--- src/rtl/dcache_pkg.sv ---
// Shared encodings for the dcache/icache AXI read arbiter.
package dcache_pkg;

   localparam logic [1:0] AXI_OKAY   = 2'b00;
   localparam logic [1:0] AXI_EXOKAY = 2'b01;
   localparam logic [1:0] AXI_SLVERR = 2'b10;
   localparam logic [1:0] AXI_DECERR = 2'b11;
   localparam logic [1:0] AXI_INCR   = 2'b01;

   localparam logic [3:0] DEF_ID0 = 4'b0000;
   localparam logic [3:0] DEF_ID1 = 4'b0001;

   typedef enum logic [1:0] {
      ST_IDLE = 2'd0,
      ST_ADDR = 2'd1,
      ST_DATA = 2'd2
   } state_t;

   function automatic logic resp_is_err(input logic [1:0] resp);
      return (resp == AXI_SLVERR) || (resp == AXI_DECERR);
   endfunction

endpackage

--- src/rtl/dcache_axi_rd_arb_rr_arb2.sv ---
// Two-way round-robin grant; the pointer moves past the owner on completion.
module rr_arb2 (
   input  logic clock,
   input  logic reset,
   input  logic req0,
   input  logic req1,
   input  logic cpl,
   input  logic cpl_gnt,
   output logic gnt,
   output logic ptr
);

   logic ptr_d;

   // after a burst completes the other requester becomes favoured
   assign ptr_d = cpl ? ~cpl_gnt : ptr;

   dff_ar #(.W(1)) u_ptr (.clock(clock), .reset(reset), .d(ptr_d), .q(ptr));

   // a lone requester wins outright; a tie goes to the pointer
   assign gnt = (req0 & req1) ? ptr : req1;

endmodule

--- src/rtl/dff_ar.sv ---
// Async-reset D flip-flop, resets to zero.
module dff_ar #(
   parameter int W = 1
) (
   input  logic         clock,
   input  logic         reset,
   input  logic [W-1:0] d,
   output logic [W-1:0] q
);

   // plain register with asynchronous clear
   always_ff @(posedge clock or posedge reset) begin
      if (reset) q <= '0;
      else       q <= d;
   end

endmodule

--- src/rtl/dcache_axi_rd_arb.sv ---
// Shares one AXI4 read channel between the dcache (0) and icache (1) fill engines.
module dcache_axi_rd_arb
   import dcache_pkg::*;
#(
   parameter int         ADDR_W = 64,
   parameter int         DATA_W = 128,
   parameter logic [3:0] ID0    = DEF_ID0,
   parameter logic [3:0] ID1    = DEF_ID1
) (
   input  logic              clock,
   input  logic              reset,
   input  logic              s0_arvalid,
   input  logic [ADDR_W-1:0] s0_araddr,
   input  logic [7:0]        s0_arlen,
   input  logic [2:0]        s0_arsize,
   input  logic [1:0]        s0_arburst,
   output logic              s0_arready,
   output logic              s0_rvalid,
   output logic [DATA_W-1:0] s0_rdata,
   output logic [1:0]        s0_rresp,
   output logic              s0_rlast,
   input  logic              s0_rready,
   input  logic              s1_arvalid,
   input  logic [ADDR_W-1:0] s1_araddr,
   input  logic [7:0]        s1_arlen,
   input  logic [2:0]        s1_arsize,
   input  logic [1:0]        s1_arburst,
   output logic              s1_arready,
   output logic              s1_rvalid,
   output logic [DATA_W-1:0] s1_rdata,
   output logic [1:0]        s1_rresp,
   output logic              s1_rlast,
   input  logic              s1_rready,
   output logic              m_arvalid,
   output logic [ADDR_W-1:0] m_araddr,
   output logic [3:0]        m_arid,
   output logic [7:0]        m_arlen,
   output logic [2:0]        m_arsize,
   output logic [1:0]        m_arburst,
   input  logic              m_arready,
   input  logic              m_rvalid,
   input  logic [DATA_W-1:0] m_rdata,
   input  logic [1:0]        m_rresp,
   input  logic              m_rlast,
   input  logic [3:0]        m_rid,
   output logic              m_rready,
   output logic              rd_err,
   output logic              busy
);

   // state | meaning
   // IDLE  | no burst owned; arbitrate among pending requests
   // ADDR  | AR of the granted requester presented to memory
   // DATA  | R beats steered to the granted requester until rlast

   state_t     state_q, state_d;
   logic [1:0] state_raw;
   logic       grant_q, grant_d;
   logic       arb_gnt, rr_ptr;
   logic [7:0] beat_cnt, len_q;
   logic       err_q;
   logic       any_req, beat_hs, cpl, beat_err, in_addr, in_data;
   logic [3:0] gid;

   dff_ar #(.W(2)) u_state (.clock(clock), .reset(reset), .d(state_d), .q(state_raw));
   dff_ar #(.W(1)) u_grant (.clock(clock), .reset(reset), .d(grant_d), .q(grant_q));

   assign state_q = state_t'(state_raw);

   rr_arb2 u_rr (
      .clock   (clock),
      .reset   (reset),
      .req0    (s0_arvalid),
      .req1    (s1_arvalid),
      .cpl     (cpl),
      .cpl_gnt (grant_q),
      .gnt     (arb_gnt),
      .ptr     (rr_ptr)
   );

   assign any_req = s0_arvalid | s1_arvalid;
   assign in_addr = (state_q == ST_ADDR);
   assign in_data = (state_q == ST_DATA);
   assign gid     = grant_q ? ID1 : ID0;
   assign beat_hs = in_data & m_rvalid & m_rready;
   assign cpl     = beat_hs & m_rlast;
   // rlast must coincide exactly with the beat whose count equals arlen
   assign beat_err = (m_rid != gid) | resp_is_err(m_rresp) | (m_rlast != (beat_cnt == len_q));

   // next-state and grant selection
   always_comb begin
      state_d = state_q;
      grant_d = grant_q;
      case (state_q)
         ST_IDLE: if (any_req) begin
            grant_d = arb_gnt;
            state_d = ST_ADDR;
         end
         ST_ADDR: if (m_arready) state_d = ST_DATA;
         ST_DATA: if (cpl) state_d = ST_IDLE;
         default: state_d = ST_IDLE;
      endcase
   end

   // burst length capture, beat counting and sticky error
   always_ff @(posedge clock or posedge reset) begin
      if (reset) begin
         beat_cnt <= '0;
         len_q    <= '0;
         err_q    <= 1'b0;
      end else begin
         if ((state_q == ST_IDLE) && any_req) begin
            len_q    <= arb_gnt ? s1_arlen : s0_arlen;
            beat_cnt <= '0;
         end else if (beat_hs && (beat_cnt != 8'hFF)) begin
            beat_cnt <= beat_cnt + 8'd1;
         end
         if (beat_hs && beat_err) err_q <= 1'b1;
      end
   end

   assign m_arvalid  = in_addr;
   assign m_araddr   = grant_q ? s1_araddr  : s0_araddr;
   assign m_arlen    = grant_q ? s1_arlen   : s0_arlen;
   assign m_arsize   = grant_q ? s1_arsize  : s0_arsize;
   assign m_arburst  = grant_q ? s1_arburst : s0_arburst;
   assign m_arid     = gid;
   assign s0_arready = in_addr & ~grant_q & m_arready;
   assign s1_arready = in_addr &  grant_q & m_arready;

   assign m_rready  = in_data & (grant_q ? s1_rready : s0_rready);
   assign s0_rvalid = in_data & ~grant_q & m_rvalid;
   assign s1_rvalid = in_data &  grant_q & m_rvalid;
   assign s0_rlast  = m_rlast & s0_rvalid;
   assign s1_rlast  = m_rlast & s1_rvalid;
   assign s0_rdata  = m_rdata;
   assign s1_rdata  = m_rdata;
   assign s0_rresp  = m_rresp;
   assign s1_rresp  = m_rresp;

   assign busy   = (state_q != ST_IDLE);
   assign rd_err = err_q;

endmodule

--- config.mk ---
export PLATFORM = sky130hd
export DESIGN_NAME = dcache_axi_rd_arb
export DESIGN_NICKNAME = d
export VERILOG_FILES = /design/src/rtl/dcache_pkg.sv /design/src/rtl/dcache_axi_rd_arb_rr_arb2.sv /design/src/rtl/dff_ar.sv /design/src/rtl/dcache_axi_rd_arb.sv
export SDC_FILE = /design/constraint.sdc
export NUM_CORES = 1
export LEC_CHECK = 0
export CORE_AREA = 2 2 249 251
export DETAILED_ROUTE_END_ITERATION = 12
export DIE_AREA = 0 0 251 253
export MAX_ROUTING_LAYER = met4
export PLACE_DENSITY = 0.41
export SLEW_MARGIN = 40
export SYNTH_ARGS = -nofsm -noshare
export SYNTH_HDL_FRONTEND = slang
export SYNTH_SLANG_ARGS = --single-unit
--- constraint.sdc ---
create_clock -name clock -period 1.6 [get_ports clock]
set_input_delay 0.32 -clock clock [delete_from_list [all_inputs] [get_ports clock]]
set_output_delay 0.32 -clock clock [all_outputs]
set_load 0.05 [all_outputs]
==> results.tsv <==
stage	metric	value	unit
placed_design	I/O Buffers	257	
critical_path	CP Max Fanout	8	
sta	Worst Clk Skew	0.00233	ns
logic_synthesis	post-synthesis mux area share	24.8	%
global_route	first-pass GRT wire length	21.4	mm
global_route	vias in the first global route	3531	
logic_synthesis	largest family of logic cells by synthesized area	buffers and inverters	
logic_synthesis	Mapped Avg Cell Area	8.62	um2
drt	routed via count	3188	
logic_synthesis	Synth Area in XOR/XNOR	2.13	%
drt	wire per inst	12.1	um
global_route	grt met1 use	4.30	%
layout	sequential standard cell area	529	um2
logic_synthesis	post-synthesis cell count	478	
layout	area grow syn2layout	60.0	%
run_status	failing checks	negative setup slack	
die	core footprint	61000	um2
clock_tree	CTS tree	done	
sta	f_max	0.528	GHz
critical_path	worst path arrival time	1.57	ns
power	leakage power	0.00249	uW
layout	fillcell total	7055	
logic_synthesis	Post-Syn Area	4120	um2
die	Starting Density	6.75	%
run	max-cap violations	0	
critical_path	CP max stage cell	dfrtp_4	
logic_synthesis	top-area cell type share of the netlist area	48.3	%
critical_path	Worst Path Buf+Inv	3	
sta	crit share post-route	118	%
critical_path	worst setup path category	register to output pin	
sta	setup slack after layout	-0.293	ns
global_route	met3 Use GR	1.76	%
sta	Final Hold Vio Count	0	
die	Ports	648	
hold_path	Hold Crit Class	input port to asynchronous set/reset pin	
drt	drt initial violations	71	
die	die area	63500	um2
placed_design	post-placement setup slack	-0.255	ns
logic_synthesis	Distinct cells, synth	37	
clock_tree	Sink Count	21	
die	DIE WIDTH	251	um
sta	Tmin final	1.89	ns
die	die height	253	um
sta	Slew Viols, Final	0	
logic_synthesis	Synth area leader	buf_4	
die	Cell Rows	91	
critical_path	crit path capture type	output pin	
layout	fin nets	821	
logic_synthesis	Simple-Gate Fraction of Synth Area	6.47	%
placed_design	RD Place Congestion	0.704	
sta	final setup fails	94	
logic_synthesis	Synth warnings	0	
power	PD cells	1370	nW/um2
clock_tree	worst-skew pair later-pin latency	0.25	ns
logic_synthesis	Synth Area in Compound Gates	3.61	%
clock_tree	Reg clk slew, reported paths	0.06	ns
drt	DRT antenna net count	0	
drt	drt drc	0	
run_status	status	finished, violations left	
global_route	GRT Resource Usage Total	4.68	%
clock_tree	number of CTS-inserted buffers	3	
global_route	antenna violations before repair	4	
critical_path	CP delay by family, top	buffers and inverters	
clock_tree	clock root cell	clkbuf_16	
critical_path	worst path cell trace	buf_8 -> buf_12 -> mux2_2 -> buf_4	
layout	fraction of layout cells with a size suffix above 1	49.0	%
global_route	grt peak-use layer	met2	
sta	TNS Setup	-22.43	ns
global_route	pin count of the biggest net entering global routing	22	
logic_synthesis	fraction of the mapped netlist area in adder cells	0.304	%
drt	DRT Wirelength	16.0	mm
critical_path	critical path's largest stage delay	0.43	ns
logic_synthesis	sequential area share after synthesis	12.8	%
power	Max VDD drop	667	uV
critical_path	Data required, critical path	1.28	ns
global_route	grt ovf	0	
clock_tree	CTS max path bufs	2	
logic_synthesis	count of state elements after synthesis	21	
critical_path	CP startpoint kind	register	
sta	Hold Slack	0.433	ns
drt	Vias/cell	2.42	
global_route	met2 Use GR	8.03	%
layout	area of the multi-input gates	1670	um2
placed_design	DP Wirelength	13.1	mm
clock_tree	# H-tree levels	1	
sta	unrepaired setup endpoints after global routing	yes	
logic_synthesis	Synth area leaders	buf_4, mux2_2, dfrtp_1, mux2i_1, nand2_1	
drt	drt pass-1 iters	4	
[repair_timing]
| item | CTS | global route |
|---|---|---|
| hold endpoints to repair | 0 | 0 |
| pin swaps | 2 | 2 |
| resized for setup | 78 | 12 |
| endpoints found under the setup margin | 94 | 100 |
| buffers inserted | 6 | 6 |
| hold buffers | 0 | 0 |
| gates cloned | 3 | 1 |
[report_power, final]
part / switching [uW] / total (uW) / internal, uW / leakage [uW]
clock: 196 / 535 / 340 / 0.0000382
sequential: 168 / 879 / 711 / 0.000266
combinational: 4170 / 7620 / 3460 / 0.00219
[sequential cells by signal, indices dropped and copies added, names as in the netlist]
| signal | count |
|---|---|
| beat_cnt | 8 |
| len_q | 8 |
| rd_err | 1 |
| u_grant.q | 1 |
| u_rr.u_ptr.q | 1 |
| u_state.q | 2 |
[cells by family (layout without fill, tap and decap cells)]
| family | after synthesis | count (layout) |
|---|---|---|
| multiplexers | 92 | 92 |
| buffers and inverters | 281 | 323 |
| AO/OA/AOI/OAI | 21 | 21 |
| XOR/XNOR | 10 | 10 |
| flip-flops | 21 | 21 |
| other | 1 | 7 |
| AND/OR/NAND/NOR | 51 | 51 |
| adder cells (fa/ha/maj) | 1 | 1 |
[cell usage after synthesis (all sizes together)]
master	count
nand4b	1
conb	1
nand4	1
a311oi	1
nand2b	3
xor2	8
and3b	1
dfrtp	21
mux2i	15
ha	1
nand3b	1
o221a	1
o31ai	1
nor2	9
xnor2	2
nand2	19
nor2b	1
mux2	77
or4	1
a21oi	2
and2	5
nand3	2
and3	2
clkbuf	6
o21ai	14
inv	5
nor4	3
and4	1
a211o	1
buf	270
or3	1
a2111o	1
[worst register-to-register path, cell delays in order, from the launching register on]
cell	delay [ns]
dfrtp_4	0.50
buf_8	0.16
mux2i_4	0.21
buf_4	0.15
a311oi_4	0.26
buf_6	0.16
buf_4	0.11
xnor2_1	0.10
nor2_1	0.05
[metrics by stage]
step | utilization [%] | instances | instance area, um2 | power, uW
2_1_floorplan | - | 480 | 4180 | 6760
3_3_place_gp | 9.76 | 1292 | 5950 | 7400
3_5_place_dp | 9.76 | 1292 | 5950 | 7410
4_1_cts | 10.6 | 1305 | 6470 | 8990
5_1_grt | 10.8 | 1316 | 6590 | 9470
6_report | 10.8 | 1316 | 6590 | 9040
[placed cells by master (no fill, tap or decap), types with 3 or more instances in the layout]
cell type,synthesis,routed
dfrtp_1,21,20
clkdlybuf4s50_1,0,166
clkbuf_16,0,4
mux2i_2,1,3
mux2_2,77,77
o21ai_0,12,11
conb_1,1,3
buf_6,0,58
nor2_1,9,4
xor2_1,8,8
buf_12,0,16
buf_16,0,4
nand2_1,19,18
inv_1,5,4
mux2i_1,14,11
and2_1,5,3
nor2_4,0,5
diode_2,0,4
buf_4,265,67
[layout make-up]
cell class	instances	area share, %
repair buffers	314	50.1
multi-input cells	178	25.3
well taps	790	15.0
flip-flops and latches	21	8.03
clock buffers	4	1.20
inverters	5	0.285
diodes	4	0.152
[routing by layer]
| layer | vias to the layer above | part of all wire [%] |
|---|---|---|
| met1 | 1371 | 34 |
| met5 | - | 0 |
| met2 | 334 | 48 |
| li1 | 1401 | - |
| met4 | 0 | 6.5 |
| met3 | 82 | 11 |
[worst paths after layout]
kind / slack, ns / endpoint / depth (start not counted) / from
max: -0.29 / m_araddr[10] / 4 / u_grant.q
min: 0.43 / len_q[4] / 3 / reset
max reg2reg: -0.20 / beat_cnt[0] / 8 / u_grant.q
min reg2reg: 0.51 / len_q[2] / 2 / len_q[2]
max in group asynchronous: 0.89 / u_grant.q / 3 / reset
min in group clock: 0.51 / len_q[2] / 2 / len_q[2]
Power figures use the tool's default switching activity.
